===== src/rtl/load_store_unit.sv =====
// Load/store master for a word-organised data memory.
// Byte/halfword/word access; sub-word stores merge through one register stage.
module load_store_unit #(
  parameter int MEM_ADDR_WIDTH = 16
) (
  input  logic                      clock,
  input  logic                      reset,
  input  logic                      req_valid,
  output logic                      req_ready,
  input  logic                      req_we,
  input  logic [1:0]                req_size,
  input  logic                      req_unsigned,
  input  logic [31:0]               req_addr,
  input  logic [31:0]               req_wdata,
  output logic                      resp_valid,
  output logic [31:0]               resp_rdata,
  output logic                      resp_error,
  output logic                      mem_wEn,
  output logic [MEM_ADDR_WIDTH-1:0] mem_address,
  output logic [31:0]               mem_write_data,
  input  logic [31:0]               mem_read_data
);

  typedef enum logic [1:0] {
    IDLE,
    MERGE,
    RESP
  } state_t;

  state_t                    state_q;
  logic [MEM_ADDR_WIDTH-1:0] addr_q;
  logic [MEM_ADDR_WIDTH-1:0] addr_d;
  logic [31:0]               merged_q;
  logic [31:0]               merged_d;

  logic        accept;
  logic        err;
  logic        range_err;
  logic        is_word;
  logic [31:0] addr_hi;
  logic [4:0]  byte_sh;
  logic [4:0]  half_sh;
  logic [31:0] shifted;
  logic [31:0] load_data;
  logic [31:0] lane_mask;
  logic [31:0] lane_data;

  assign req_ready = (state_q == IDLE) && !reset;
  assign accept    = req_valid && req_ready;
  assign is_word   = (req_size == 2'b10);
  assign addr_hi   = req_addr >> MEM_ADDR_WIDTH;
  assign range_err = |addr_hi;
  assign addr_d    = {req_addr[MEM_ADDR_WIDTH-1:2], 2'b00};
  assign byte_sh   = {req_addr[1:0], 3'b000};
  assign half_sh   = {req_addr[1], 4'b0000};
  assign shifted   = mem_read_data >> byte_sh;

  always_comb begin
    err = 1'b1;
    unique case (req_size)
      2'b00:   err = range_err;
      2'b01:   err = range_err | req_addr[0];
      2'b10:   err = range_err | (|req_addr[1:0]);
      default: err = 1'b1;
    endcase
  end

  always_comb begin
    load_data = shifted;
    unique case (req_size)
      2'b00: load_data = req_unsigned ? {24'h0, shifted[7:0]}
                                      : {{24{shifted[7]}}, shifted[7:0]};
      2'b01: load_data = req_unsigned ? {16'h0, shifted[15:0]}
                                      : {{16{shifted[15]}}, shifted[15:0]};
      default: load_data = shifted;
    endcase
  end

  // Replicate the store data across lanes, then keep only the target lane(s).
  always_comb begin
    lane_mask = 32'h0000_00ff << byte_sh;
    lane_data = {4{req_wdata[7:0]}};
    if (req_size == 2'b01) begin
      lane_mask = 32'h0000_ffff << half_sh;
      lane_data = {2{req_wdata[15:0]}};
    end
  end

  assign merged_d = (mem_read_data & ~lane_mask) | (lane_data & lane_mask);

  always_comb begin
    mem_wEn        = 1'b0;
    mem_address    = '0;
    mem_write_data = 32'h0;
    if (!reset && state_q == MERGE) begin
      mem_wEn        = 1'b1;
      mem_address    = addr_q;
      mem_write_data = merged_q;
    end else if (accept && !err) begin
      mem_address = addr_d;
      if (req_we && is_word) begin
        mem_wEn        = 1'b1;
        mem_write_data = req_wdata;
      end
    end
  end

  always_ff @(posedge clock) begin
    if (reset) begin
      state_q    <= IDLE;
      addr_q     <= '0;
      merged_q   <= 32'h0;
      resp_valid <= 1'b0;
      resp_rdata <= 32'h0;
      resp_error <= 1'b0;
    end else begin
      resp_valid <= 1'b0;
      resp_rdata <= 32'h0;
      resp_error <= 1'b0;
      unique case (state_q)
        IDLE: begin
          if (accept) begin
            if (err) begin
              state_q    <= RESP;
              resp_valid <= 1'b1;
              resp_error <= 1'b1;
            end else if (!req_we) begin
              state_q    <= RESP;
              resp_valid <= 1'b1;
              resp_rdata <= load_data;
            end else if (is_word) begin
              state_q    <= RESP;
              resp_valid <= 1'b1;
            end else begin
              state_q  <= MERGE;
              addr_q   <= addr_d;
              merged_q <= merged_d;
            end
          end
        end
        MERGE: begin
          state_q    <= RESP;
          resp_valid <= 1'b1;
        end
        RESP: begin
          state_q <= IDLE;
        end
        default: begin
          state_q <= IDLE;
        end
      endcase
    end
  end

endmodule


===== config.mk =====
export PLATFORM = sky130hd
export DESIGN_NAME = load_store_unit
export DESIGN_NICKNAME = d
export VERILOG_FILES = /design/src/rtl/load_store_unit.sv
export SDC_FILE = /design/constraint.sdc
export NUM_CORES = 1
export LEC_CHECK = 0
export ABC_AREA = 1
export CAP_MARGIN = 20
export CORE_MARGIN = 5
export CORE_UTILIZATION = 40
export DETAILED_ROUTE_END_ITERATION = 12
export HOLD_SLACK_MARGIN = 0.12
export PLACE_DENSITY = 0.75
export RECOVER_POWER = 50
export SETUP_SLACK_MARGIN = 0.4
export SYNTH_ARGS = -nofsm -noshare
export SYNTH_HDL_FRONTEND = slang
export SYNTH_SLANG_ARGS = --single-unit

===== constraint.sdc =====
create_clock -name clock -period 3 [get_ports clock]
set_input_delay 0.6 -clock clock [delete_from_list [all_inputs] [get_ports clock]]
set_output_delay 0.6 -clock clock [all_outputs]
set_load 0.005 [all_outputs]

# Yosys cells after proc, flatten, opt, wreduce, memory -nomap -nowiden
# Cells that the tools add are included.
word_totals:
  inputBits: 103
  output_inout_bits: 84
  regBits: 82
  wordCells: 62
classes:
  muxes: 25
  eq_ne: 4
  bitwise_logic: 10
  shifts: 3
  n_reduce_logical: 14
op_table:
  columns: ["operator", "count"]
  rows:
  - ["32-bit two-way mux", 7]
  - ["32-bit AND", 2]
  - ["32-bit case mux with 2 select lines", 1]
  - ["16-bit two-way mux", 2]
  - ["32-bit NOT", 1]
  - ["32-bit bitwise OR", 1]
  - ["16-bit by 5-bit << shifter with 32-bit output, first input constant", 1]
  - ["8-bit by 5-bit << shifter with 32-bit output, first input constant", 1]
  - ["32-bit by 5-bit right shift with 32-bit output", 1]
  - ["16-bit OR reduction", 1]
  - ["1-bit two-way mux", 8]
  - ["2-bit two-way mux", 4]
  - ["1-bit logical AND", 5]
  - ["5-bit AND reduction", 1]
  - ["5-bit OR reduction", 1]
  - ["2-bit by 1-bit equality test with 1-bit output, second input constant", 2]
  - ["2-bit logical NOT", 2]
  - ["1-bit NOT", 4]
  - ["2-bit case mux with 2 select lines", 1]
  - ["1-bit case mux with 3 select lines", 1]
  - ["3-bit OR reduction", 1]
  - ["2-bit equality test, second input constant", 1]
  - ["1-bit logical NOT", 2]
  - ["2-bit inequality test, second input constant", 1]
  - ["3 further kinds", 4]

# Logic depth before layout (Yosys ltp)
# Gate-level depths: netlist of the first run.
logic_depth:
  ltp_word: 7
  ltp_mapped: 11
  depth_no_buf: 9

# Least setup slack after synthesis of the first run
# Ideal clock, no wire load.
synth_timing:
  path_kind: "input -> output"
  startpoint: "input port req_size[0]"
  endpoint: "output port mem_write_data[0]"
  setup_slack_ps: 446
  path_stages: 10
  t_arrival_ps: 1954
  path_cell_list: "inv_1 -> ha_1 -> or2_2 -> nand2_1 -> nand2_1 -> nor2_2 -> buf_4 -> buf_4 -> nand3_1 -> o21ai_1"
synth_via:
  elab_chain_len: 6
  elab_cells_between_ends: 10
  classes_between: "2 x eq/ne; 4 x mux; 4 x reduce/logical"
synth_rtl:
  columns: ["item", "line_no", "rtl"]
  rows:
  - ["start: declaration", "11", "input logic [1:0] req_size,"]
  - ["2-bit equality test, or another cell as far along", "50, 60", null]
  - ["1-bit case mux with 3 select lines", "60", "unique case (req_size)"]
  - ["1-bit logical NOT", "99", "end else if (accept && !err) begin"]
  - ["1-bit logical AND", "99", null]
  - ["32-bit two-way mux (*)", "99", null]
  - ["32-bit two-way mux (*)", "95", "if (!reset && state_q == MERGE) begin"]
  - ["end: declaration", "20", "output logic [31:0] mem_write_data,"]
# Mark *: on every way between the ends. The rest lies on a longest branch, timed or not.

# Final worst setup path of the first run
layout_timing:
  startpoint: "input port req_size[1]"
  endpoint: "register merged_q[15]"
layout_via:
  elab_chain_len: 5
  elab_cells_between_ends: 13
  classes_between: "2 x eq/ne; 3 x mux; 6 x bitwise; 2 x reduce/logical"
layout_rtl:
  columns: ["item", "line_no", "rtl"]
  rows:
  - ["parallel branches: the longest is 5 deep, another holds 5-bit AND reduction", null, null]
  - ["end signal: assignment", "137", "merged_q <= merged_d;"]
  - ["end: declaration", "33", "logic [31:0] merged_q;"]
# Several ways; the timed one is not identified.
# A chain may end at the register's enable or synchronous reset.

==> key figures, run 1 <==
Outcome
  – Outcome: finished, final reports clean

STA
  – Worst Skew: ~0.0071 ns
  – Worst Slack Setup Final: 0.104 ns
  – Fmax: between 300 and 400 MHz
  – Post-route minimum period: 2.90 ns
  – Setup violators final: 0
  – Max-slew violations: 0
  – Slew HR: 56.5%
  – Tcrit/Tclk final: between 90% and 100%
  – Worst Hold Margin: between 0.5 and 0.6 ns
  – Final Hold Viols: 0
  – RSZ-0062 raised after global routing: yes
  – Worst slew pin tran: 0.652 ns

Finish
  – Layout cells sized above 1: about 28%
  – Fillers: 937
  – Fin nets: approximately 1100
  – Seq. cell area: 0.00164 mm2
  – Final cell count without fillers: 1151
  – N_diodes: 0
  – Fin area: approximately 0.0082 mm2
  – Footprint of the multi-input gates: 0.00300 mm2
  – Layout area overhead: 76.7%

CTS
  – CTS buffer count: 9
  – Worst-Skew Late Latency: about 0.35 ns
  – CTS tree: built
  – Worst-case clock buffer depth: 2
  – H-tree levels: 3
  – Hold Buf Count CTS: 0
  – Clk sink count: 82
  – Clock transition at the registers of the reported paths: roughly 0.070 ns
  – Root buf cell: clkbuf_16

Synth
  – Post-Synthesis Cells: 776
  – Ys Warns: 0
  – Mapped Avg Cell Area: 5.99 um2
  – Yosys reg bits: 82
  – Netlist area before placement: about 0.0046 mm2
  – Netlist cell types: 30
  – Part of the Yosys area used for sequential elements: a little over a third

Global routing
  – Gr ovfl total: 0
  – Vias in the first global route: approximately 5200
  – GRT Total Usage: 24.2%
  – First-pass GRT wire length: 27500 um
  – Antenna violations before repair: 0
  – Largest net degree at the start of global routing: 48

Pwr
  – Leak Pwr: about 3.9 nW
  – Maximum VDD drop: 0.000310 V
  – Internal power: approximately 0.0022 W
  – Switching share of total power: 27.4%
  – Combinational power share: about a fifth
  – Switch Pwr: about 0.00082 W
  – PD cells: roughly 360 mW/mm2
  – Flop pwr share: between 30% and 40%
  – Clock power share: between 40% and 50%
  – Power, Total: between 0.002 and 0.003 W

Placement
  – Dpl ws: -0.629 ns
  – Placed instance area: 0.00670 mm2
  – Buffers added on ports: about 180
  – Hpwl dp: 11600 um
  – Gpl congestion: just under 0.9
  – Dpl cells: 1083

Floorplanning
  – Initial Utilization: between 40 and 50%
  – Die area: 0.0139 mm2
  – Row count: 39
  – Core area: 0.0114 mm2
  – Ports: between 150 and 200
  – Die width: 118 um
  – Die height: 118 um

Detailed routing
  – Vias per std cell: between 5 and 6
  – Vias post-DR: between 5000 and 6000
  – Final wirelength: just under 20000 um
  – Starting DRT DRC Count: about 500
  – DR WL/cell: 16.9 um
  – Number of routed nets with antenna violations: 0
  – Drt drc: 0
  – Drt pass-1 iters: 5

Job
  – Max-Cap Viols: 0

Worst setup path
  – CP top delay family: buffers and inverters
  – Crit start category: input pin
  – Data required, critical path: approximately 3.3 ns
  – CP max-delay cell: clkbuf_2
  – Worst Path Buf+Inv: 15
  – Most frequent CP cell: buf_6
  – CP Class: input pin to flip-flop
  – CP peak stage delay: between 0.3 and 0.4 ns
  – Cell breakdown of the critical path: buf_8 > inv_6 > ha_4 > or2_4 > nand2_4 > buf_6 > buf_6 > buf_6 > buf_6 > buf_6 > buf_6 > buf_6 > buf_6 > buf_6 > buf_6 > buf_6 > nand4_2 > clkbuf_16 > clkbuf_2 > nor2_1 > nor2_1
  – Crit. End Element: flip-flop
  – Worst path arrival time: roughly 3.2 ns
  – CP max FO: 11

Hold path
  – Min-delay worst type: flip-flop to flip-flop
## through the flow
stage | setup TNS [ns] | utilization (%)
final | 0 | 72.0
after global routing | 0 | 72.0
after CTS | 0 | 65.1
after detailed placement | -27.71 | 58.7
after global placement | -25.00 | 58.7
after floorplan | 0 | -
## cells in the mapped netlist
library cell / instances / area share [%]
nor2_2: 2 / 0.27
or2_2: 1 / 0.13
buf_2: 12 / 1.3
clkinv_1: 1 / 0.081
buf_6: 4 / 0.97
o21ai_1: 11 / 1.2
or2_4: 1 / 0.19
inv_1: 80 / 6.5
a21oi_2: 3 / 0.57
nand2_1: 205 / 17
nand2_2: 1 / 0.13
buf_4: 8 / 1.3
nor2_4: 1 / 0.24
a31oi_1: 2 / 0.27
o21ai_0: 111 / 12
nand4_2: 1 / 0.27
o21ai_2: 1 / 0.19
dfxtp_1: 82 / 35
inv_2: 4 / 0.32
ha_1: 4 / 1.1
nor2_1: 161 / 13
nand4_1: 1 / 0.13
nand3_1: 35 / 3.8
conb_1: 1 / 0.081
buf_1: 4 / 0.32
nand2_4: 1 / 0.24
nand3b_1: 1 / 0.16
mux2_2: 1 / 0.24
a21oi_1: 15 / 1.6
clkbuf_1: 21 / 1.7
## registers in the layout (all words and copies together), names as in the netlist
| name | flops |
|---|---|
| merged_q | 32 |
| resp_rdata | 32 |
| addr_q | 14 |
| state_q | 2 |
| resp_error | 1 |
| resp_valid | 1 |
## area by class of cell
cell class,count,area share (%)
multi-input cells,561,36.5
repair buffers,264,33.3
flip-flops and latches,82,20.0
inverters,85,4.00
clock buffers,9,2.74
well taps,143,2.18
clock inverters,7,1.25
## power groups by stage
stage	Combinational [W]	Clock, W	Sequential, W
after floorplan	0.000218	0	0.00114
after global placement	0.000472	0	0.00114
after detailed placement	0.000475	0	0.00114
after CTS	0.000549	0.00123	0.00111
after global routing	0.000676	0.00128	0.00111
final	0.000629	0.00124	0.00111
## final timing paths
kind,depth (start not counted),slack [ns],end,startpoint
worst min register to register,4,0.52,addr_q[12]$_SDFFE_PP0P_,addr_q[12]$_SDFFE_PP0P_
worst max register to register,11,0.76,resp_rdata[11]$_SDFF_PP0_,state_q[1]$_SDFFE_PP0P_
worst max-delay path,21,0.10,merged_q[15]$_SDFFE_PP0P_,req_size[1]
worst min-delay path,4,0.52,addr_q[12]$_SDFFE_PP0P_,addr_q[12]$_SDFFE_PP0P_
## routing by layer
metal / track usage [%] / share of wire [%] / vias to the layer above
met5: 0 / 0 / -
met4: 7.31 / 2.1 / 0
met3: 6.73 / 10 / 31
met2: 38.5 / 48 / 269
met1: 31.8 / 40 / 2665
li1: - / - / 2863
## cell usage in the layout (no fill, tap or decap), types with 2 or more instances in the layout
| cell | count |
|---|---|
| clkbuf_2 | 4 |
| inv_2 | 4 |
| nand3_1 | 18 |
| ha_1 | 2 |
| nand2_4 | 28 |
| inv_6 | 3 |
| buf_6 | 19 |
| nor2_1 | 146 |
| dfxtp_1 | 82 |
| nand2_2 | 55 |
| conb_1 | 2 |
| buf_2 | 43 |
| clkdlybuf4s15_1 | 11 |
| bufinv_16 | 2 |
| nand3_4 | 3 |
| nor2_4 | 3 |
| nand2_1 | 124 |
| buf_12 | 13 |
| buf_4 | 25 |
| o21ai_2 | 12 |
| dlygate4sd3_1 | 35 |
| a21oi_1 | 15 |
| o21ai_1 | 30 |
| clkdlybuf4s50_1 | 81 |
| nand3_2 | 14 |
| o21ai_0 | 81 |
| buf_8 | 4 |
| buf_16 | 8 |
| clkinv_4 | 3 |
| ha_4 | 2 |
| dlygate4sd2_1 | 7 |
| inv_1 | 78 |
| nor2_2 | 15 |
| clkbuf_16 | 17 |
| clkbuf_1 | 5 |
| or2_4 | 2 |
| a21oi_2 | 2 |
| a31oi_1 | 2 |
## cells by family (layout without fill, tap and decap cells)
logic type,after synthesis,count (layout),synth area share [%]
compound gates,143,143,15.8
fa+ha+maj,4,4,1.08
buf+inv,134,365,12.4
flops,82,82,35.3
mux,1,1,0.242
other cells,1,2,0.0807
simple gates,411,411,35.1
## worst register-to-register path, cell delays in order, from the launching register on
cell and delay, ns:
dfxtp_1 0.30, or2_4 0.25, nor2_4 0.11, nand2_1 0.10, nor2_4 0.14, buf_12 0.11
buf_12 0.11, buf_16 0.13, clkbuf_1 0.15, nand2_1 0.07, clkbuf_2 0.39, a21oi_1 0.29
## repair_timing
action	4_1_cts	5_1_grt
setup buffers	28	4
endpoints found under the setup margin	47	94
pin swaps	24	43
hold endpoints to repair	0	0
resized for setup	293	173
cloned	7	13
Power figures use the tool's default switching activity.
==> run 2, diff against run 1 <==
--- a/config.mk
+++ b/config.mk
@@ -13,7 +13,7 @@
 export HOLD_SLACK_MARGIN = 0.12
 export PLACE_DENSITY = 0.75
 export RECOVER_POWER = 50
-export SETUP_SLACK_MARGIN = 0.4
+export SETUP_SLACK_MARGIN = 0.15
 export SYNTH_ARGS = -nofsm -noshare
 export SYNTH_HDL_FRONTEND = slang
 export SYNTH_SLANG_ARGS = --single-unit
==> run 2 against run 1 <==
Against the previous run:
- maximum frequency grew 0.12%
- non-clock buffer count shrank 7
- via count shrank 2.8%
- power shrank 1.6%
- sequential share of layout area grew 1.1 points
- first-iteration DRC count shrank 10%
==> key figures, run 2 (synthesis gave the netlist of run 1 again) <==
Worst setup path
  – Worst Path Buf+Inv: 7 (was 15)
  – Worst path arrival time: 2.29 ns (was 3.19 ns)
  – Crit. End Element: primary output (was flip-flop)
  – CP peak stage delay: 0.22 ns (was 0.33 ns)
  – Crit start category: input pin (unchanged)
  – CP top delay family: buffers and inverters (unchanged)
  – Data required, critical path: 2.40 ns (was 3.29 ns)
  – CP Class: input pin to primary output (was input pin to flip-flop)
  – CP max FO: 6 (was 11)
  – CP max-delay cell: dlygate4sd2_1 (was clkbuf_2)
  – Cell breakdown of the critical path: dlygate4sd2_1 > nor2_1 > nand2_1 > nor2_1 > nand2_1 > nand2_4 > nand2_4 > nor2_4 > buf_12 > buf_12 > buf_12 > buf_12 > buf_16 > nand3_2 > o21ai_1 > buf_2 (was buf_8 > inv_6 > ha_4 > or2_4 > nand2_4 > buf_6 > buf_6 > buf_6 > buf_6 > buf_6 > buf_6 > buf_6 > buf_6 > buf_6 > buf_6 > buf_6 > nand4_2 > clkbuf_16 > clkbuf_2 > nor2_1 > nor2_1)
  – Most frequent CP cell: buf_12 (was buf_6)

CTS
  – CTS buffer count: 9 (unchanged)
  – CTS tree: built (unchanged)
  – H-tree levels: 3 (unchanged)
  – Clk sink count: 82 (unchanged)
  – Root buf cell: clkbuf_16 (unchanged)
  – Worst-case clock buffer depth: 2 (unchanged)
  – Clock transition at the registers of the reported paths: 0.06 ns (was 0.07 ns)
  – Worst-Skew Late Latency: 0.35 ns (about the same)

Floorplanning
  – Die height: 118 um (unchanged)
  – Row count: 39 (unchanged)
  – Die area: 0.0139 mm2 (unchanged)
  – Die width: 118 um (unchanged)
  – Ports: 187 (unchanged)
  – Initial Utilization: 40.7% (unchanged)
  – Core area: 0.0114 mm2 (unchanged)

Detailed routing
  – Final wirelength: 18600 um (was 19500 um)
  – Drt pass-1 iters: 5 (unchanged)
  – Starting DRT DRC Count: 443 (was 492)
  – Number of routed nets with antenna violations: 0 (unchanged)
  – Drt drc: 0 (unchanged)
  – DR WL/cell: 16.3 um (was 16.9 um)
  – Vias per std cell: 4.95 (was 5.06)
  – Vias post-DR: 5664 (was 5828)

Finish
  – Fillers: 1017 (was 937)
  – Top Registers: merged_q (32), resp_rdata (32), addr_q (14) (unchanged)
  – Final cell count without fillers: 1144 (was 1151)
  – Fin nets: 1103 (was 1110)
  – Fin area: 0.00781 mm2 (was 0.00822 mm2)
  – N_diodes: 0 (unchanged)
  – Layout area overhead: 67.9% (was 76.7%)
  – Commonest non-fill, non-tap cell in the layout: nand2_1 (was nor2_1)
  – Layout cells sized above 1: 19.5% (was 28.4%)
  – Most frequent cells in the layout: nand2_1 (173), nor2_1 (160), o21ai_0 (95), dfxtp_1 (82), clkdlybuf4s50_1 (81) (was nor2_1 (146), nand2_1 (124), dfxtp_1 (82), o21ai_0 (81), clkdlybuf4s50_1 (81))

Pwr
  – PD cells: 375 mW/mm2 (was 362 mW/mm2)
  – Maximum VDD drop: 0.000311 V (was 0.000310 V)
  – Leak Pwr: 3.80 nW (was 3.85 nW)
  – Power, Total: 0.00293 W (was 0.00298 W)

Global routing
  – Antenna violations before repair: 0 (unchanged)
  – GRT Total Usage: 23.6% (was 24.2%)
  – Largest net degree at the start of global routing: 48 (unchanged)
  – First-pass GRT wire length: 27000 um (was 27500 um)
  – Gr ovfl total: 0 (unchanged)
  – Vias in the first global route: 5142 (was 5245)

Hold path
  – Min-delay worst type: flip-flop to flip-flop (unchanged)

STA
  – Slew HR: 57.1% (was 56.5%)
  – Fmax: 346 MHz (was 345 MHz)
  – Max-slew violations: 0 (unchanged)
  – Worst Slack Setup Final: 0.107 ns (was 0.104 ns)
  – Tcrit/Tclk final: 96.4% (was 96.5%)
  – Worst slew pin tran: 0.643 ns (was 0.652 ns)
  – Worst Skew: 0.00533 ns (was 0.00707 ns)
  – Final Hold Viols: 0 (unchanged)
  – RSZ-0062 raised after global routing: yes (unchanged)
  – Post-route minimum period: 2.89 ns (was 2.90 ns)
  – Setup violators final: 0 (unchanged)

Placement
  – Placed instance area: 0.00670 mm2 (unchanged)
  – Hpwl dp: 11600 um (unchanged)
  – Gpl congestion: 0.884 (unchanged)
  – Dpl ws: -0.629 ns (unchanged)
  – Dpl cells: 1083 (unchanged)
  – Buffers added on ports: 184 (unchanged)

Job
  – Max-Cap Viols: 0 (unchanged)

Outcome
  – Outcome: finished, final reports clean (unchanged)
-- run 2: cell types whose count changed in the layout (fill, tap and decap cells not counted), sizes merged --
cell / before / now
buf: 112 / 100
dlygate4sd2: 7 / 19
clkbuf: 27 / 20
-- run 2: what timing repair did --
| action | CTS | global route |
|---|---|---|
| gates resized for setup | 216 | 85 |
| buffers inserted | 24 | 4 |
| endpoints found under the setup margin | 47 | 87 |
| cloned | 6 | 11 |
| pin swaps | 24 | 27 |
| hold buffers | 0 | 0 |
-- run 2: report_power, final --
group | internal, W | switching [W]
clock network | 0.000737 | 0.000496
registers | 0.00111 | 0.00000436
logic | 0.000296 | 0.000289
total | 0.00214 | 0.000790
-- run 2: stage by stage --
stage	hold slack (ns)	util, %	TNS, ns
after floorplan	0.489	-	0
after global placement	0.499	58.7	-25.00
after detailed placement	0.503	58.7	-27.71
after CTS	0.514	64.4	0
after global routing	0.556	68.4	-0.000811
final	0.514	68.4	0
-- run 2: area by class of cell --
cell class / count / area, um2 / share of cell area [%]
tap: 143 / 179 / 2.29
timing repair buffer: 257 / 2640 / 33.9
multi-input combinational: 561 / 2690 / 34.4
clock buffer: 9 / 225 / 2.89
inverter: 85 / 327 / 4.18
clock inverter: 7 / 103 / 1.31
sequential: 82 / 1640 / 21.0
-- run 2: tightest hold or removal path: stages (launching register included) --
cell and delay [ns]:
dfxtp_1 0.29, inv_1 0.05, nand2_1 0.05, nand2_1 0.05
nor2_1 0.03
-- run 2: routing by layer --
layer  up-vias  track usage [%]  share of wire, %  wire, um
met1      2542             31.4                42      7810
met3        29             6.49               9.2      1710
met4         0             6.88               2.0       371
li1       2849                -                 -         -
met5         -                0                 0         0
met2       244             37.6                47      8740
-- run 2: worst paths after layout --
kind	start	end	slack, ns	depth (start not counted)
setup / recovery	req_addr[22]	mem_write_data[0]	0.11	16
setup reg to reg	state_q[1]$_SDFFE_PP0P_	resp_rdata[11]$_SDFF_PP0_	0.95	10
hold reg to reg	addr_q[12]$_SDFFE_PP0P_	addr_q[12]$_SDFFE_PP0P_	0.51	4
hold / removal	addr_q[12]$_SDFFE_PP0P_	addr_q[12]$_SDFFE_PP0P_	0.51	4
==> run 3, diff against run 2 <==
==> constraint.sdc (replaced) <==
create_clock -name clock -period 3.6 [get_ports clock]
set_input_delay 0.72 -clock clock [delete_from_list [all_inputs] [get_ports clock]]
set_output_delay 0.72 -clock clock [all_outputs]
set_load 0.005 [all_outputs]
==> run 3 against run 2 <==
Against the previous run:
- global-route usage shrank 1.2 points
- critical path depth shrank 2
- first-iteration DRC count shrank 18%
- largest power group unchanged
==> key figures, run 3 (synthesis gave the netlist of run 1 again) <==
Worst setup path
  – CP max FO: 3 (was 6)
  – Crit start category: input pin (unchanged)
  – Crit. End Element: primary output (unchanged)
  – Data required, critical path: 2.88 ns (was 2.40 ns)
  – CP Class: input pin to primary output (unchanged)
  – Worst path arrival time: 2.61 ns (was 2.29 ns)

CTS
  – Clock transition at the registers of the reported paths: 0.06 ns (about the same)
  – Root buf cell: clkbuf_16 (unchanged)
  – Worst-case clock buffer depth: 2 (unchanged)
  – H-tree levels: 3 (unchanged)
  – Worst-Skew Late Latency: 0.34 ns (was 0.35 ns)
  – CTS buffer count: 9 (unchanged)
  – Hold Buf Count CTS: 0 (unchanged)
  – CTS tree: built (unchanged)
  – Clk sink count: 82 (unchanged)

Outcome
  – Outcome: finished, final reports clean (unchanged)

Pwr
  – PD cells: 330 mW/mm2 (was 375 mW/mm2)
  – Leak Pwr: 3.39 nW (was 3.80 nW)
  – Maximum VDD drop: 0.000226 V (was 0.000311 V)

Floorplanning
  – Die width: 118 um (unchanged)
  – Core area: 0.0114 mm2 (unchanged)
  – Initial Utilization: 40.7% (unchanged)
  – Row count: 39 (unchanged)
  – Die height: 118 um (unchanged)
  – Die area: 0.0139 mm2 (unchanged)
  – Ports: 187 (unchanged)

Detailed routing
  – Vias post-DR: 5236 (was 5664)
  – Drt pass-1 iters: 5 (unchanged)
  – Vias per std cell: 4.76 (was 4.95)
  – Final wirelength: 15700 um (was 18600 um)
  – Starting DRT DRC Count: 362 (was 443)
  – Drt drc: 0 (unchanged)
  – Number of routed nets with antenna violations: 0 (unchanged)
  – DR WL/cell: 14.3 um (was 16.3 um)

Finish
  – Fin nets: 1058 (was 1103)
  – Final cell count without fillers: 1099 (was 1144)
  – Commonest non-fill, non-tap cell in the layout: nand2_1 (unchanged)
  – Top Registers: merged_q (32), resp_rdata (32), addr_q (14) (unchanged)
  – Most frequent cells in the layout: nand2_1 (203), nor2_1 (161), o21ai_0 (111), clkdlybuf4s50_1 (101), dfxtp_1 (82) (was nand2_1 (173), nor2_1 (160), o21ai_0 (95), dfxtp_1 (82), clkdlybuf4s50_1 (81))
  – Layout cells sized above 1: 10.3% (was 19.5%)
  – N_diodes: 0 (unchanged)
  – Layout area overhead: 47.4% (was 67.9%)

Global routing
  – GRT Total Usage: 22.5% (was 23.6%)
  – Largest net degree at the start of global routing: 50 (was 48)
  – Antenna violations before repair: 0 (unchanged)
  – First-pass GRT wire length: 25500 um (was 27000 um)
  – Vias in the first global route: 4960 (was 5142)
  – Gr ovfl total: 0 (unchanged)

STA
  – RSZ-0062 raised after global routing: no (was yes)
  – Final Hold Viols: 0 (unchanged)
  – Worst Skew: 0.00515 ns (was 0.00533 ns)
  – Post-route minimum period: 3.33 ns
  – Tcrit/Tclk final: ~92%
  – Worst Hold Margin: 0.514 ns (about the same)
  – Worst Slack Setup Final: 0.272 ns (was 0.107 ns)
  – Fmax: between 300 and 400 MHz
  – Slew HR: 36.1% (was 57.1%)
  – Max-slew violations: 0 (unchanged)
  – Worst slew pin tran: 0.959 ns (was 0.643 ns)
  – Setup violators final: 0 (unchanged)

Hold path
  – Min-delay worst type: flip-flop to flip-flop (unchanged)

Placement
  – Buffers added on ports: 184 (unchanged)
  – Dpl cells: 1076 (was 1083)
  – Hpwl dp: 11500 um (was 11600 um)
  – Gpl congestion: 0.870 (was 0.884)
  – Dpl ws: -0.275 ns (was -0.629 ns)

Job
  – Max-Cap Viols: 0 (unchanged)
run 3: cell types whose count changed in the layout (fill, tap and decap cells not counted), moves of 9 or more:
| cell | change |
|---|---|
| o21ai_1 | -10 |
| buf_4 | -17 |
| nand2_4 | -9 |
| nand2_1 | +30 |
| nand2_2 | -21 |
| o21ai_0 | +16 |
| clkdlybuf4s50_1 | +20 |
| buf_6 | -10 |
| nand3_1 | +10 |
| clkdlybuf4s15_1 | -11 |
run 3: power breakdown:
group | leakage (nW) | switching, W | internal (W) | total, W
Combinational | 2.57 | 0.000202 | 0.000193 | 0.000394
Sequential | 0.662 | 0.00000377 | 0.000923 | 0.000927
Clock | 0.150 | 0.000400 | 0.000543 | 0.000943
Total | 3.39 | 0.000605 | 0.00166 | 0.00226
run 3: worst paths after layout:
path / from / endpoint / slack (ns) / depth (start not counted)
setup reg to reg: state_q[1]$_SDFFE_PP0P_ / merged_q[28]$_SDFFE_PP0P_ / 1.44 / 8
hold / removal: addr_q[6]$_SDFFE_PP0P_ / addr_q[6]$_SDFFE_PP0P_ / 0.51 / 4
hold reg to reg: addr_q[6]$_SDFFE_PP0P_ / addr_q[6]$_SDFFE_PP0P_ / 0.51 / 4
setup / recovery: req_size[0] / mem_write_data[15] / 0.27 / 14
run 3: layout make-up:
class / instances / area, um2
clock buffer: 9 / 225
clock inverter: 7 / 78.8
fill: 1151 / 4570
inverter: 85 / 319
multi-input combinational: 561 / 2450
sequential: 82 / 1640
tap: 143 / 179
timing repair buffer: 212 / 1960
run 3: repair_timing:
item / in CTS / in global routing
resized for setup: 157 / 0
setup buffers: 5 / 0
endpoints found under the setup margin: 47 / 0
run 3: layer usage:
layer	GRT usage [%]	vias up	wire (um)
met3	7.74	23	1340
met5	0	-	0
met1	30.0	2278	7200
met4	5.88	0	300
met2	34.7	187	6910
li1	-	2748	-
run 3: critical path: stages:
cell and delay [ns]:
dlygate4sd2_1 0.22, inv_2 0.06, clkbuf_4 0.13, ha_1 0.21, nand2_1 0.07, nand2_1 0.05
a21oi_1 0.24, nand2_2 0.11, nor2_4 0.15, buf_4 0.13, buf_12 0.11, nand3_1 0.06
o21ai_0 0.08, dlygate4sd2_1 0.28
run 3: stage by stage:
stage / setup TNS [ns] / utilization (%) / instance area (um2) / total power, W
after detailed placement: -10.23 / 58.0 / 6620 / 0.00133
after CTS: 0 / 60.2 / 6880 / 0.00229
after global placement: -8.00 / 58.0 / 6620 / 0.00133
after global routing: 0 / 60.0 / 6850 / 0.00236
final: 0 / 60.0 / 6850 / 0.00226
after floorplan: 0 / - / 4650 / 0.00113
